`config.mk`:
```
export PLATFORM = sky130hd
export DESIGN_NAME = cnn_alu_pipe
export DESIGN_NICKNAME = d
export VERILOG_FILES = /design/src/rtl/cnn_pkg.sv /design/src/rtl/cnn_sat_round.sv /design/src/rtl/cnn_alu_pipe.sv
export SDC_FILE = /design/constraint.sdc
export NUM_CORES = 2
export LEC_CHECK = 0
export ABC_AREA = 1
export CORE_ASPECT_RATIO = 1.75
export CORE_MARGIN = 2
export CORE_UTILIZATION = 55
export CTS_BUF_LIST = sky130_fd_sc_hd__clkbuf_2 sky130_fd_sc_hd__clkbuf_4 sky130_fd_sc_hd__clkbuf_8
export DETAILED_ROUTE_END_ITERATION = 12
export GPL_TIMING_DRIVEN = 1
export HOLD_SLACK_MARGIN = 0.15
export PLACE_DENSITY = 0.73
export SETUP_SLACK_MARGIN = 0.02
export SYNTH_ARGS = -nofsm -noshare
export SYNTH_HDL_FRONTEND = slang
export SYNTH_HIERARCHICAL = 1
export SYNTH_SLANG_ARGS = --single-unit
```
`constraint.sdc`:
```
create_clock -name clk -period 14.7 [get_ports clk]
set_clock_uncertainty 0.15 [all_clocks]
set_input_delay 1.47 -clock clk [delete_from_list [all_inputs] [get_ports clk]]
set_output_delay 1.47 -clock clk [all_outputs]
set_load 0.01 [all_outputs]
```
`src/rtl/cnn_pkg.sv`:
```
// Shared definitions for the CNN ALU pipeline: mode encodings, default sizes
// and the signed saturation helper used by both the accumulator and the requantiser.
package cnn_pkg;

    localparam int DEF_N     = 8;
    localparam int DEF_K     = 3;
    localparam int DEF_ACC_W = 24;
    localparam int DEF_SH_W  = 5;

    typedef enum logic [1:0] {
        MODE_CONV      = 2'b00,
        MODE_RELU      = 2'b01,
        MODE_POOL      = 2'b10,
        MODE_CONV_RELU = 2'b11
    } mode_e;

    // Clamp a signed value into the range of a w-bit signed number (w <= 63).
    function automatic logic signed [63:0] sat_clip(input logic signed [63:0] v, input int w);
        logic signed [63:0] hi;
        logic signed [63:0] lo;
        hi = (64'sd1 <<< (w - 1)) - 64'sd1;
        lo = -hi - 64'sd1;
        if (v > hi) begin
            return hi;
        end else if (v < lo) begin
            return lo;
        end
        return v;
    endfunction

endpackage

```
`src/rtl/cnn_sat_round.sv`:
```
// Round-half-up arithmetic right shift of the accumulator followed by a clip to
// N signed bits; sat flags any clipping.
module cnn_sat_round
    import cnn_pkg::*;
#(
    parameter int N     = DEF_N,
    parameter int ACC_W = DEF_ACC_W,
    parameter int SH_W  = DEF_SH_W
) (
    input  logic signed [ACC_W-1:0] acc,
    input  logic        [SH_W-1:0]  shift,
    output logic signed [N-1:0]     data,
    output logic                    sat
);

    logic signed [ACC_W:0] acc_x;
    logic signed [ACC_W:0] half;
    logic signed [ACC_W:0] rnd;
    logic signed [ACC_W:0] shifted;
    logic signed [63:0]    wide;
    logic signed [63:0]    clipped;

    // One guard bit keeps acc + half from overflowing; huge shifts collapse to the sign.
    always_comb begin
        acc_x   = {acc[ACC_W-1], acc};
        half    = '0;
        rnd     = acc_x;
        shifted = acc_x;
        if (shift != '0) begin
            if (int'(shift) >= ACC_W) begin
                shifted = acc[ACC_W-1] ? '1 : '0;
            end else begin
                half    = (ACC_W+1)'(1) << (shift - SH_W'(1));
                rnd     = acc_x + half;
                shifted = rnd >>> shift;
            end
        end
        wide    = 64'(shifted);
        clipped = sat_clip(wide, N);
        data    = clipped[N-1:0];
        sat     = (clipped != wide);
    end

endmodule

```
`src/rtl/cnn_alu_pipe.sv`:
```
// Three-stage CNN ALU: multiply window, accumulate channels into a saturating
// accumulator, then requantise / ReLU / max-pool into a registered output.
module cnn_alu_pipe
    import cnn_pkg::*;
#(
    parameter int N     = DEF_N,
    parameter int K     = DEF_K,
    parameter int ACC_W = DEF_ACC_W,
    parameter int SH_W  = DEF_SH_W
) (
    input  logic                clk,
    input  logic                rst_n,
    input  logic                in_valid,
    output logic                in_ready,
    input  logic [1:0]          mode,
    input  logic                in_first,
    input  logic                in_last,
    input  logic [K*K*N-1:0]    pix,
    input  logic [K*K*N-1:0]    wgt,
    input  logic [N-1:0]        bias,
    input  logic [SH_W-1:0]     shift,
    output logic                out_valid,
    input  logic                out_ready,
    output logic [N-1:0]        out_data,
    output logic                out_sat
);

    localparam int KK = K * K;
    localparam int PW = 2 * N;

    logic en;

    logic signed [PW-1:0] prod_c [KK];
    logic signed [N-1:0]  pix4_c [4];

    logic                 s1_valid;
    logic                 s1_first;
    logic                 s1_last;
    mode_e                s1_mode;
    logic [SH_W-1:0]      s1_shift;
    logic signed [N-1:0]  s1_bias;
    logic signed [N-1:0]  s1_pix [4];
    logic signed [PW-1:0] s1_prod [KK];

    logic signed [ACC_W+1:0] sum_c;
    logic signed [ACC_W+1:0] base_c;
    logic signed [ACC_W+1:0] acc_raw;
    logic signed [63:0]      acc_clip;
    logic                    s1_conv;

    logic signed [ACC_W-1:0] acc;
    logic                    acc_sat;
    logic                    s2_valid;
    mode_e                   s2_mode;
    logic [SH_W-1:0]         s2_shift;
    logic signed [N-1:0]     s2_pix [4];

    logic signed [N-1:0] conv_data;
    logic                conv_sat;
    logic signed [N-1:0] pool_a;
    logic signed [N-1:0] pool_b;
    logic signed [N-1:0] res_data;
    logic                res_sat;

    // A stalled output freezes the whole pipe, so nothing is lost or duplicated.
    assign en       = ~(out_valid & ~out_ready);
    assign in_ready = en;

    always_comb begin
        for (int i = 0; i < KK; i++) begin
            prod_c[i] = PW'($signed(pix[i*N +: N])) * PW'($signed(wgt[i*N +: N]));
        end
    end

    for (genvar g = 0; g < 4; g++) begin : g_pix4
        if (g < KK) begin : g_real
            assign pix4_c[g] = pix[g*N +: N];
        end else begin : g_pad
            assign pix4_c[g] = '0;
        end
    end

    always_ff @(posedge clk or negedge rst_n) begin
        if (!rst_n) begin
            s1_valid <= 1'b0;
            s1_first <= 1'b0;
            s1_last  <= 1'b0;
            s1_mode  <= MODE_CONV;
            s1_shift <= '0;
            s1_bias  <= '0;
            for (int i = 0; i < 4; i++) s1_pix[i] <= '0;
            for (int i = 0; i < KK; i++) s1_prod[i] <= '0;
        end else if (en) begin
            s1_valid <= in_valid;
            s1_first <= in_first;
            s1_last  <= in_last;
            s1_mode  <= mode_e'(mode);
            s1_shift <= shift;
            s1_bias  <= bias;
            s1_pix   <= pix4_c;
            s1_prod  <= prod_c;
        end
    end

    always_comb begin
        sum_c = '0;
        for (int i = 0; i < KK; i++) begin
            sum_c = sum_c + (ACC_W+2)'(s1_prod[i]);
        end
        base_c   = s1_first ? (ACC_W+2)'(s1_bias) : (ACC_W+2)'(acc);
        acc_raw  = base_c + sum_c;
        acc_clip = sat_clip(64'(acc_raw), ACC_W);
        s1_conv  = (s1_mode == MODE_CONV) || (s1_mode == MODE_CONV_RELU);
    end

    // RELU/POOL beats bypass the accumulator so they can sit inside a channel loop.
    always_ff @(posedge clk or negedge rst_n) begin
        if (!rst_n) begin
            acc      <= '0;
            acc_sat  <= 1'b0;
            s2_valid <= 1'b0;
            s2_mode  <= MODE_CONV;
            s2_shift <= '0;
            for (int i = 0; i < 4; i++) s2_pix[i] <= '0;
        end else if (en) begin
            s2_valid <= s1_valid & (~s1_conv | s1_last);
            s2_mode  <= s1_mode;
            s2_shift <= s1_shift;
            s2_pix   <= s1_pix;
            if (s1_valid & s1_conv) begin
                acc     <= acc_clip[ACC_W-1:0];
                acc_sat <= (acc_clip != 64'(acc_raw)) | (acc_sat & ~s1_first);
            end
        end
    end

    cnn_sat_round #(
        .N     (N),
        .ACC_W (ACC_W),
        .SH_W  (SH_W)
    ) u_sat_round (
        .acc   (acc),
        .shift (s2_shift),
        .data  (conv_data),
        .sat   (conv_sat)
    );

    always_comb begin
        pool_a   = (s2_pix[0] > s2_pix[1]) ? s2_pix[0] : s2_pix[1];
        pool_b   = (s2_pix[2] > s2_pix[3]) ? s2_pix[2] : s2_pix[3];
        res_data = conv_data;
        res_sat  = conv_sat | acc_sat;
        case (s2_mode)
            MODE_RELU: begin
                res_data = s2_pix[0][N-1] ? '0 : s2_pix[0];
                res_sat  = 1'b0;
            end
            MODE_POOL: begin
                res_data = (pool_a > pool_b) ? pool_a : pool_b;
                res_sat  = 1'b0;
            end
            MODE_CONV_RELU: begin
                if (conv_data[N-1]) res_data = '0;
            end
            default: ;
        endcase
    end

    always_ff @(posedge clk or negedge rst_n) begin
        if (!rst_n) begin
            out_valid <= 1'b0;
            out_data  <= '0;
            out_sat   <= 1'b0;
        end else if (en) begin
            out_valid <= s2_valid;
            if (s2_valid) begin
                out_data <= res_data;
                out_sat  <= res_sat;
            end
        end
    end

endmodule

```
### After elaboration in Yosys (flattened, before gate mapping)

Cells that the tools add are included.

| cells by class | value |
|---|---|
| reductions and logical operators | 6 |
| mux-type cells | 21 |
| multiply operators | 9 |
| shift operators | 2 |
| bitwise logic cells | 11 |
| $add $sub $neg | 11 |
| equal/unequal tests | 6 |
| order comparisons | 8 |

Operators by type and width:

| kind | number |
|---|---|
| $mux 64 | 6 |
| $mul 8x8->16 | 9 |
| $mux 25 | 3 |
| $ne 64x25->1 | 1 |
| $ne 64x26->1 | 1 |
| $add 26x24->26 | 1 |
| $gt 26x24->1 const B | 1 |
| $lt 26x24->1 const B | 1 |
| $mux 26 | 1 |
| $add 24x25->25 | 1 |
| $gt 25x8->1 const B | 1 |
| $lt 25x8->1 const B | 1 |
| $shl 1x5->25 const A | 1 |
| $sshr 25x5->25 | 1 |
| $add 23x16->24 | 1 |
| $gt 8x8->1 | 3 |
| $mux 8 | 3 |
| $pmux 8 s3 | 1 |
| $add 22x16->23 | 1 |
| $add 21x16->22 | 1 |
| $add 20x16->21 | 1 |
| $add 19x16->20 | 1 |
| $add 18x16->19 | 1 |
| $add 17x16->18 | 1 |
| 15 further kinds | 31 |

| storage, ports and cells | value |
|---|---|
| logic and storage cells | 105 |
| output and inout port bits | 11 |
| bits in registers | 269 |

### Depth between registers and ports, before layout

| depth | value |
|---|---|
| word-level depth | 15 |
| gate-level depth with buffers | 43 |

### Hierarchy

The synthesis kept the hierarchy.

Modules (own cells, without submodules):

| module | area an instance (um^2) | instances | seq. area each (um^2) | cells an instance |
|---|---|---|---|---|
| cnn_alu_pipe | 38,836.0 | 1 | 6,731.5 | 4,840 |
| cnn_sat_round | 3,996.3 | 1 | 0.0 | 850 |

### Least setup slack after synthesis

OpenSTA, ideal clock, no wires.

| timing path | value |
|---|---|
| path type | input port to flip-flop |
| start point | input port pix[16] |
| end point | register s1_prod[110] (netlist bit) |
| slack | 9.028 ns |
| arrival time | 5.404 ns |
| cell stages on the path | 18 |
| setup time | 0.118 ns |
| cell sequence | clkbuf_1 -> or2_2 -> fa_1 -> fa_1 -> inv_1 -> fa_1 -> fa_1 -> ha_1 -> nand3_1 -> nand2_1 -> a21oi_1 -> o21ai_0 -> nand2_1 -> nand2_1 -> a21oi_1 -> or2_2 -> nand3_1 -> nand2_1 |

| between the ends | value |
|---|---|
| longest elaborated chain between the ends | 1 |

Ends and longest elaborated chain:

| what | RTL line | RTL |
|---|---|---|
| from (decl) | cnn_alu_pipe.sv:18 | `input logic [K*K*N-1:0] pix,` |
| $mul 8x8->16 | cnn_alu_pipe.sv:71 | `prod_c[i] = PW'($signed(pix[i*N +: N])) * PW'($signed(wgt[i*N +: N]));` |
| to (signal assigned) | cnn_alu_pipe.sv:101 | `s1_prod <= prod_c;` |
| to (decl) | cnn_alu_pipe.sv:43 | `logic signed [PW-1:0] s1_prod [KK];` |

No other way between the ends.
A chain may end at the register's enable or synchronous reset.

### Final worst setup path

| timing path | value |
|---|---|
| start point | register s2_shift[3] |
| end point | register out_data[0] |

| between the ends | value |
|---|---|
| longest elaborated chain between the ends | 12 |

Ends and longest elaborated chain:

| what | RTL line | RTL |
|---|---|---|
| from (decl) | cnn_alu_pipe.sv:55 | `logic [SH_W-1:0] s2_shift;` |
| from (signal assigned) | cnn_alu_pipe.sv:128 | `s2_shift <= s1_shift;` |
| $sub 5x1->5 | cnn_sat_round.sv:33 | `half = (ACC_W+1)'(1) << (shift - SH_W'(1));` |
| $shl 1x5->25 | cnn_sat_round.sv:33 |  |
| $add 24x25->25 | cnn_sat_round.sv:34 | `rnd = acc_x + half;` |
| $sshr 25x5->25 | cnn_sat_round.sv:35 | `shifted = rnd >>> shift;` |
| $mux 25 | cnn_sat_round.sv:30 | `if (int'(shift) >= ACC_W) begin` |
| $mux 25 (*) | cnn_sat_round.sv:29 | `if (shift != '0) begin` |
| $lt 25x8->1 | cnn_pkg.sv:25 | `end else if (v < lo) begin` |
| $mux 1 | cnn_pkg.sv:25 |  |
| $mux 1 | cnn_pkg.sv:23 | `if (v > hi) begin` |
| $mux 64 (*) | cnn_pkg.sv:28 | `return v;` |
| via conv_data[0] | cnn_alu_pipe.sv:58 | `logic signed [N-1:0] conv_data;` |
| $mux 7 | cnn_alu_pipe.sv:163 | `if (conv_data[N-1]) res_data = '0;` |
| $pmux 8 s3 (*) | cnn_alu_pipe.sv:153 | `case (s2_mode)` |
| to (signal assigned) | cnn_alu_pipe.sv:177 | `out_data <= res_data;` |
| to (decl) | cnn_alu_pipe.sv:24 | `output logic [N-1:0] out_data,` |

Mark *: on every way through the listed nets, which the timed path passes. The rest lies on a longest branch.

==> impl_metrics.ini <==
[status]
outcome = finished clean

[sta]
final-max-slew-violation-count = 0
period_share_pct = 43.1
max_freq_mhz = 158
timing.hold.ws_ns = 0.334
worst_slew_pin_slew_ns = 1.02
timing.final.hold_violations = 0
rsz0062_at_grt = no
setup-tns-final_ns = 0
worst_slew_margin_rel_pct = 32.3
setup_viol = 0
fin_crit_ns = 6.34

[worst_setup_path]
worst_path_top_cell_family_by_delay = simple AND/OR/NAND/NOR gates
crit_path_top_cell_by_count = nand2_1
worst-path-buf-inv = 4
crit-reg2reg-capture = out_data[0]
worst-endpoint-required_ns = 15.04
crit_path_max_fanout = 17
kind_of_end_point_of_the_critical_path = flop
r2r_setup_slack_ns = 8.36
critPathLaunchType = flop
timing.reg2reg.worst_path_depth = 31
crit_path_max_incr_delay_ns = 0.77
worst_setup_path_class = flop to flop
crit_path_top_delay_cell = dfrtp_1
worst_setup_path_startpoint = s2_shift[3]
rr_startpoint = s2_shift[3]
critical_path_arrival_ns = 6.68

[synth]
postSynthAreaPerCell_sq_um = 7.53
net_count_of_the_mapped_netlist = 6830
synth_edf_count = 0
synth_top_area_share_pct = 29.6
asyncSetResetFlopFracSynth_pct = 100
yosys_warnings = 6
synth_most_common_cell = nand2_1
synth_area_leaders = fa_1 30%, dfrtp_1 16%, nand2_1 14%
post-synth-top-area-cell = fa_1
synth_common_cells = 1561 x nand2_1, 1373 x inv_1, 633 x fa_1
yosys.cell_types.count = 55
ys_ff_latch = 269
synth_cells = 5690
synth.yosys.seq_area_share_pct = 15.7
synthFlopType = dfrtp_1
synth.cell_area_sq_mm = 0.0428

[layout]
syn2layout_area_growth_pct = 7.58
layout.nets = 6837
layoutNonFillerInstCount = 6762
fillers = 7198
share_of_final_layout_standard_cells_stronger_than_drive_strength_1_pct = 4.12
final-seq-area_sq_mm = 0.00673
area_of_combinational_cells_with_multiple_inputs_sq_mm = 0.0300

[route]
drt-total-wl_um = 120000
drtIter0Drc = 2461
drt-wirelength-per-cell_um = 17.7
route.detailed.drc = 0
drtAntennaViolNets = 0
detailroute.via_count = 35581
post_drt_via_cell_ratio = 5.26
dr.pass1.iters = 8

[floorplan]
placementRows = 135
die_height_um = 373
fp.dieW_um = 215
io_pins = 176
die_area_sq_mm = 0.0802
fp.coreArea_sq_mm = 0.0772
start_util_pct = 55.5

[place]
post-dp-hpwl_um = 101000
routabilityCongestion = 1.01
dp_cells = 6678
portBuffers = 175

[global_routing]
grt_first_pass_wirelength_um = 194000
maximum_number_of_pins_on_one_net_before_global_route_repair = 118
antenna_found_initial = 6
tot_gr_track_use_pct = 30.9
grt_pass1_vias = 37571
grt-ovfl-total = 0

[cts]
root_driver = clkbuf_8
cts_post_setup_buffers_inserted = 0
clock_latency_ns = 0.65
clock_sinks = 269
ctsResizeCount = 0
cts_tree = done
cts.clk_slew.worst_paths_ns = 0.07
htree_levels = 2
cts_hold_repair.buffers = 0
cts_buffers = 44
deepest_clock_path_buffer_count = 3

[hold_path]
min_delay_path_depth = 2
timing.hold.worst_endpoint = out_sat
worst_hold_path_type = flop to flop
worstHoldStart = out_sat

[run]
max_cap_violations = 0
metal layers:
metal / global-route usage [%] / vias up / wire length (um)
li1: - / 16915 / -
met1: 32.7 / 17234 / 41700
met2: 57.9 / 1037 / 64000
met3: 3.46 / 389 / 5280
met4: 19.1 / 6 / 8850
met5: 0 / - / 41
state kept, by name (all words and copies together) (netlist names), 5 cells and up:
signal and flops:
s1_pix 32, s2_pix 32, acc 24, s1_shift 5, out_data 8, s2_shift 5, s1_prod 144, s1_bias 8
final cells by class:
cell class / instances / share of cell area (%)
Inverter: 1386 / 11.3
Antenna cell: 4 / 0.0217
Clock buffer: 63 / 1.73
Multi-Input combinational cell: 3807 / 65.1
Clock inverter: 17 / 0.418
Tap cell: 1027 / 2.79
Sequential cell: 269 / 14.6
Timing Repair Buffer: 189 / 4.04
worst max-delay path by stage:
stage	cells past startpoint	to	slack, ns
after global placement	17	s1_prod[94]	8.24
after global routing	34	out_data[2]	7.75
after CTS	17	acc[2]	8.43
after floorplan	18	s1_prod[110]	9.03
after detailed placement	17	s1_prod[94]	8.21
final	31	out_data[0]	8.36
logic make-up after synthesis:
logic type	count (synthesis)	synth area share [%]
DFF	269	15.7
adders and majority gates	975	39.6
muxes	1	0.0234
AOI/OAI and AO/OA	506	6.39
buffers and inverters	1614	14.3
xor gates and xnor gates	132	2.70
and+or+nand+nor	2193	21.3
metrics by stage:
step                setup slack (ns)  area (sq um)  util [%]
finish                          8.36         46100      59.7
global route                    7.75         46100      59.7
CTS                             8.43         46100      59.7
detailed placement              8.21         45100      58.4
global placement                8.24         45100      58.4
floorplan                       9.03         42800         -
cells in the final DEF, fill, tap and decap left out, drive strengths merged, types with 6 or more instances in the layout:
| cell type | instances |
|---|---|
| xnor2 | 72 |
| dfrtp | 269 |
| buf | 15 |
| a31oi | 16 |
| a21o | 7 |
| a221oi | 6 |
| xor2 | 60 |
| nor3 | 31 |
| ha | 342 |
| inv | 1382 |
| nand3 | 283 |
| clkdlybuf4s50 | 174 |
| or2 | 83 |
| nor2 | 165 |
| clkinv | 15 |
| o21bai | 8 |
| nand4 | 34 |
| fa | 633 |
| o21ai | 267 |
| nand2 | 1582 |
| clkbuf | 63 |
| a21oi | 167 |
| and2 | 6 |
tightest hold or removal path, stage by stage (launching register included):
cell     delay (ns)
dfrtp_1        0.34
nand2_1        0.05
o31ai_1        0.05
Power is left out: the tool's default activity adds up to more than one toggle a clock period on the data nets, which glitch-free logic cannot reach.
